<file path="src/rtl/mvu_pkg.sv">
// Shared constants for the MVU output-write path: default widths, scheduler state
// encoding and job descriptor field widths.
package mvu_pkg;

  localparam int BDBANKA_DFLT = 15;
  localparam int BCNT_DFLT    = 16;

  localparam int CFG_BASE_W   = BDBANKA_DFLT;
  localparam int CFG_STRIDE_W = BDBANKA_DFLT;
  localparam int CFG_ROWLEN_W = BCNT_DFLT;
  localparam int CFG_NROWS_W  = BCNT_DFLT;

  typedef enum logic [1:0] {
    IDLE = 2'd0,
    RUN  = 2'd1,
    FIN  = 2'd2
  } state_e;

endpackage

</file>
<file path="src/rtl/outwr_cnt2d.sv">
// Column/row counter pair for one 2-D output job, with last-column/last-row flags
// and the row base address accumulator (advanced by stride, wrapping mod 2^AW).
module outwr_cnt2d
  import mvu_pkg::*;
#(
  parameter int AW = BDBANKA_DFLT,
  parameter int CW = BCNT_DFLT
) (
  input  logic          clk,
  input  logic          rst_n,
  input  logic          init,
  input  logic          adv,
  input  logic [AW-1:0] base,
  input  logic [CW-1:0] rowlen,
  input  logic [CW-1:0] nrows,
  input  logic [AW-1:0] stride,
  output logic          last_col,
  output logic          last_row,
  output logic [AW-1:0] rowbase_nxt
);

  logic [CW-1:0] col_r;
  logic [CW-1:0] row_r;
  logic [CW-1:0] rowlen_r;
  logic [CW-1:0] nrows_r;
  logic [AW-1:0] rowbase_r;
  logic [AW-1:0] stride_r;

  assign last_col    = (col_r == (rowlen_r - CW'(1)));
  assign last_row    = (row_r == (nrows_r - CW'(1)));
  assign rowbase_nxt = rowbase_r + stride_r;

  // Latch the descriptor on job start, then walk columns and rows on each accepted beat.
  always_ff @(posedge clk or negedge rst_n) begin
    if (!rst_n) begin
      col_r     <= '0;
      row_r     <= '0;
      rowlen_r  <= '0;
      nrows_r   <= '0;
      rowbase_r <= '0;
      stride_r  <= '0;
    end else if (init) begin
      col_r     <= '0;
      row_r     <= '0;
      rowlen_r  <= rowlen;
      nrows_r   <= nrows;
      rowbase_r <= base;
      stride_r  <= stride;
    end else if (adv) begin
      if (last_col) begin
        col_r <= '0;
        if (!last_row) begin
          row_r     <= row_r + CW'(1);
          rowbase_r <= rowbase_nxt;
        end
      end else begin
        col_r <= col_r + CW'(1);
      end
    end
  end

endmodule

</file>
<file path="src/rtl/outwr_sched.sv">
// Output write scheduler: turns a 2-D job descriptor plus a stream of quantizer
// words into AGU load/step pulses and aligned data memory write enables.
module outwr_sched
  import mvu_pkg::*;
#(
  parameter int BDBANKA = BDBANKA_DFLT,
  parameter int BCNT    = BCNT_DFLT
) (
  input  logic               clk,
  input  logic               rst_n,
  input  logic               start,
  input  logic               abort,
  input  logic [BDBANKA-1:0] cfg_base,
  input  logic [BCNT-1:0]    cfg_rowlen,
  input  logic [BCNT-1:0]    cfg_nrows,
  input  logic [BDBANKA-1:0] cfg_stride,
  input  logic               in_valid,
  output logic               in_ready,
  output logic               wr_en,
  output logic               agu_load,
  output logic               agu_step,
  output logic [BDBANKA-1:0] agu_baseaddr,
  output logic               busy,
  output logic               done
);

  state_e             state_r;
  logic               start_ok_s;
  logic               cfg_zero_s;
  logic               init_s;
  logic               last_col_s;
  logic               last_row_s;
  logic [BDBANKA-1:0] rowbase_nxt_s;

  // Gating with rst_n keeps every output low while reset is held, even if start is high.
  assign start_ok_s = rst_n & start & ~abort;
  assign cfg_zero_s = (cfg_rowlen == BCNT'(0)) || (cfg_nrows == BCNT'(0));

  outwr_cnt2d #(
    .AW (BDBANKA),
    .CW (BCNT)
  ) u_cnt (
    .clk         (clk),
    .rst_n       (rst_n),
    .init        (init_s),
    .adv         (wr_en),
    .base        (cfg_base),
    .rowlen      (cfg_rowlen),
    .nrows       (cfg_nrows),
    .stride      (cfg_stride),
    .last_col    (last_col_s),
    .last_row    (last_row_s),
    .rowbase_nxt (rowbase_nxt_s)
  );

  // Handshake and AGU drive; the load address is combinational so the AGU is ready next cycle.
  always_comb begin
    init_s       = 1'b0;
    in_ready     = 1'b0;
    wr_en        = 1'b0;
    agu_load     = 1'b0;
    agu_step     = 1'b0;
    agu_baseaddr = '0;
    busy         = 1'b0;
    done         = 1'b0;
    case (state_r)
      IDLE: begin
        if (start_ok_s && !cfg_zero_s) begin
          init_s       = 1'b1;
          agu_load     = 1'b1;
          agu_baseaddr = cfg_base;
        end else begin
          init_s = 1'b0;
        end
      end
      RUN: begin
        busy     = 1'b1;
        in_ready = ~abort;
        wr_en    = in_valid & ~abort;
        if (wr_en && !last_col_s) begin
          agu_step = 1'b1;
        end else if (wr_en && !last_row_s) begin
          agu_load     = 1'b1;
          agu_baseaddr = rowbase_nxt_s;
        end else begin
          agu_step = 1'b0;
        end
      end
      FIN: begin
        done = ~abort;
      end
      default: begin
        done = 1'b0;
      end
    endcase
  end

  // Job sequencing: IDLE -> RUN (or straight to FIN for an empty job) -> FIN -> IDLE.
  always_ff @(posedge clk or negedge rst_n) begin
    if (!rst_n) begin
      state_r <= IDLE;
    end else begin
      case (state_r)
        IDLE: begin
          if (start_ok_s) begin
            state_r <= cfg_zero_s ? FIN : RUN;
          end
        end
        RUN: begin
          if (abort) begin
            state_r <= IDLE;
          end else if (wr_en && last_col_s && last_row_s) begin
            state_r <= FIN;
          end
        end
        FIN: begin
          state_r <= IDLE;
        end
        default: begin
          state_r <= IDLE;
        end
      endcase
    end
  end

endmodule

</file>
<file path="config.mk">
export PLATFORM = sky130hd
export DESIGN_NAME = outwr_sched
export DESIGN_NICKNAME = d
export VERILOG_FILES = /design/src/rtl/mvu_pkg.sv /design/src/rtl/outwr_cnt2d.sv /design/src/rtl/outwr_sched.sv
export SDC_FILE = /design/constraint.sdc
export NUM_CORES = 1
export LEC_CHECK = 0
export BUFFER_PORTS_ARGS = -buffer_cell sky130_fd_sc_hd__buf_2
export CORE_ASPECT_RATIO = 1.25
export CORE_MARGIN = 2
export CORE_UTILIZATION = 63
export CTS_CLUSTER_DIAMETER = 100
export DETAILED_ROUTE_END_ITERATION = 16
export GPL_TIMING_DRIVEN = 0
export PLACE_DENSITY = 0.86
export SYNTH_ARGS = -nofsm -noshare
export SYNTH_HDL_FRONTEND = slang
export SYNTH_HIERARCHICAL = 1
export SYNTH_SLANG_ARGS = --single-unit
</file>
<file path="constraint.sdc">
create_clock -name clk -period 10.9 [get_ports clk]
set_clock_uncertainty 0.2 [all_clocks]
set_input_delay 1.635 -clock clk [delete_from_list [all_inputs] [get_ports clk]]
set_output_delay 1.635 -clock clk [all_outputs]
set_load 0.01 [all_outputs]
</file>
==> out/results.ini <==
[final_layout]
multi_input_area_um2=3710
ff_latch_area_um2=2400
final.fill_count=690
drive_above_1_share_pct=22.8
n_antenna_cell=0
fin_nets=845
syn2layout_area_growth_pct=15.1

[run_status]
outcome=completed

[detailed_routing]
wl_um=16500
routed-via-count=5672
dr.first_iter.drc_count=405
post_drt_wl_per_cell_um=18.5
drtAntennaViolNets=0
via_per_inst=6.37
first_pass_iters=5
route.detailed.drc=0

[power_and_ir_drop]
switching_power_uw=397
p_int_uw=797
ir_worst_vdd_mv=0.101
p_seq_share_pct=39.1
powerDensity_nw_per_um2=163
swShare_pct=33.2
leakagePower_uw=0.00310
p_comb_share_pct=31.2
clkPwrFrac_pct=29.7

[timing]
drv_slew=0
finalSetupViolations=0
period_share_pct=60.0
max_clock_freq_mhz=153
finalHoldViolCount=0
tightest_slew_ns=1.17
fin_crit_ns=6.54
slew_headroom_pct=21.4
whs_ns=0.316
fin_setup_tns_ns=0
rsz0062_at_grt=false

[synthesis]
muxShareOfSynthArea_pct=11.0
synth_edf_count=0
synth_area_um2=6350
synth-simple-area-share_pct=21.3
yosysSeqAreaShare_pct=37.8
ys_ff_latch=96
synth_top_family_by_area=simple AND/OR/NAND/NOR gates
synthAdderAreaFrac_pct=3.86
yosysWarnings=6
synth_compound_area_share_pct=15.6
synth_fp_nets=746
syn_avg_cell_area_um2=9.62
ys.flop_type=dfrtp_1
syn_inst=660
synthArstFlopShare_pct=100
synth-xor-area-share_pct=6.76
yosysUniqueCellTypes=71

[worst_setup_path]
crit_cells=14
crit_top_cell=buf_2
crit_slowest_cell=a2111oi_0
slowest_delay_ns=0.60
path_class=flip-flop to output pin
path_buf_inv=5
cp-end-kind=output pin
r2r.worst_path.cells=12
r2r_setup_slack_ns=6.55
crit_required_ns=9.07
critPathMaxFanout=10
worstPathArrival_ns=4.71
path_delay_family=simple AND/OR/NAND/NOR gates
start_kind=flip-flop
path_cells=inv_1, ha_1, or4b_1, buf_2, or3_1, a2111oi_0, nand3_1, nor3b_1, and2_1, and4b_1, buf_2, buf_4, a22o_1, buf_2

[clock_network]
postCtsResizedCells=0
clock_path_buffers=2
clk_pin_slew_worst_paths_ns=0.07
clk_latency_ns=0.35
hold_buffers=0
h-tree-depth=3
postCtsSetupRepairBufs=0
numCtsBuffers=9
cts_root_buf=clkbuf_16
cts_tree=built
cts_sinks=96

[grt]
met1_usage_pct=38.3
grt-ovfl-total=0
grtUsageMet3_pct=4.84
grt_max_degree=50
antenna_found_initial=0
grt_busiest_layer=met2
grt_pass1_wl_um=27200
grt_pass1_vias=5730
grtUsageTotal_pct=31.8
gr-usage-met2_pct=56.2

[die]
core_um2=9710
die_width_um=93.8
start_util_pct=65.4
dieArea_um2=10900
die_h_um=116
pin_count=88
row_count=40

[min_path]
hold_path.class=flip-flop to flip-flop
hold_depth=1

[placed_design]
place_hpwl_um=12200
gp_congestion=0.937
io_buffers=87

[run]
cap_viol_max_count=0

[placed cells by master (no fill, tap or decap), types with 19 or more instances in the layout]
cell type  count
a21oi_1       27
buf_2         91
dfrtp_1       96
inv_1         20
mux2_2        45
nand2_1       42
nand3_1       20
nor2_1        33
nor2b_1       19
nor4_1        22
o21ai_0       19
xnor2_1       37
[worst paths after layout]
path,from,endpoint
max,u_cnt/nrows_r[0],agu_baseaddr[14]
min,u_cnt/stride_r[5],u_cnt/stride_r[5]
max reg2reg,u_cnt/nrows_r[0],u_cnt/rowbase_r[3]
min reg2reg,u_cnt/stride_r[5],u_cnt/stride_r[5]
max in group asynchronous,rst_n,u_cnt/col_r[2]
min in group asynchronous,rst_n,u_cnt/stride_r[9]
[state kept, by name (all words and copies together), names as in the netlist]
register         count
state_r              2
u_cnt/col_r         16
u_cnt/nrows_r       16
u_cnt/row_r         16
u_cnt/rowbase_r     15
u_cnt/rowlen_r      16
u_cnt/stride_r      15
[power groups by stage]
| stage | combinational, uW | sequential [uW] | clock, uW |
|---|---|---|---|
| 3_3_place_gp | 349 | 467 | 0 |
| 2_1_floorplan | 283 | 453 | 0 |
| 3_5_place_dp | 368 | 471 | 0 |
| 6_report | 373 | 466 | 354 |
| 5_1_grt | 413 | 473 | 372 |
| 4_1_cts | 370 | 465 | 359 |
[cells in the mapped netlist, drive strengths merged (4+ instances only)]
master | number | area, um^2
dfrtp | 96 | 2400
mux2 | 48 | 541
nand2 | 42 | 158
xnor2 | 37 | 324
nor2 | 33 | 124
o21ai | 32 | 160
a21oi | 27 | 135
nor4 | 23 | 150
inv | 20 | 75.1
nand3 | 20 | 100
nor2b | 19 | 119
a31oi | 18 | 113
ha | 18 | 225
a22o | 17 | 149
clkbuf | 16 | 60.1
mux2i | 16 | 160
buf | 15 | 96.3
nor3 | 15 | 91.3
and3 | 13 | 81.3
nand4 | 13 | 81.3
xor2 | 12 | 105
nand2b | 11 | 68.8
or3 | 10 | 62.6
a31o | 7 | 61.3
o211ai | 7 | 52.6
nor3b | 6 | 50.1
and2 | 5 | 31.3
and4 | 5 | 45.0
o21a | 5 | 45.0
or4 | 5 | 41.3
o311ai | 4 | 35.0
o31ai | 4 | 30.0
or2 | 4 | 25.0
[area by class of cell]
class	instances	area share, %
flip-flops and latches	96	32.9
clock buffers	12	3.51
well taps	126	2.16
multi-input cells	513	50.8
inverters	20	1.03
repair buffers	88	6.37
clock inverters	4	1.05
plain buffers	31	2.14
[stage by stage]
stage | setup slack [ns] | std cells | cell area (um^2) | power (uW) | util [%]
2_1_floorplan | 5.51 | 660 | 6350 | 736 | -
4_1_cts | 4.39 | 890 | 7300 | 1190 | 75.2
6_report | 4.36 | 890 | 7300 | 1190 | 75.2
3_5_place_dp | 4.79 | 874 | 6970 | 839 | 71.8
3_3_place_gp | 4.22 | 873 | 6940 | 816 | 71.5
5_1_grt | 4.02 | 890 | 7300 | 1260 | 75.2
[per-layer routing]
layer	share of wire (%)	wire [um]	vias to the layer above
li1	-	-	2656
met1	40	6580	2765
met2	51	8470	212
met4	3.1	506	0
met5	0	0	-
met3	5.6	916	39
[kinds of logic after synthesis]
kind of cell / Yosys count
AOI/OAI and AO/OA: 143
and+or+nand+nor: 238
DFF: 96
adders and majority gates: 19
xor gates and xnor gates: 49
buffers and inverters: 51
muxes: 64
[worst register-to-register path: stages (launching register included)]
cell and delay (ns):
dfrtp_1 0.46, inv_1 0.11, ha_1 0.30, or4b_1 0.45, buf_2 0.18, or4_1 0.52
a32o_1 0.26, a31o_1 0.20, o21a_4 0.14, a2111oi_4 0.76, buf_6 0.29, mux2i_1 0.27
o21ai_1 0.09
(Power assumes the default switching activity.)
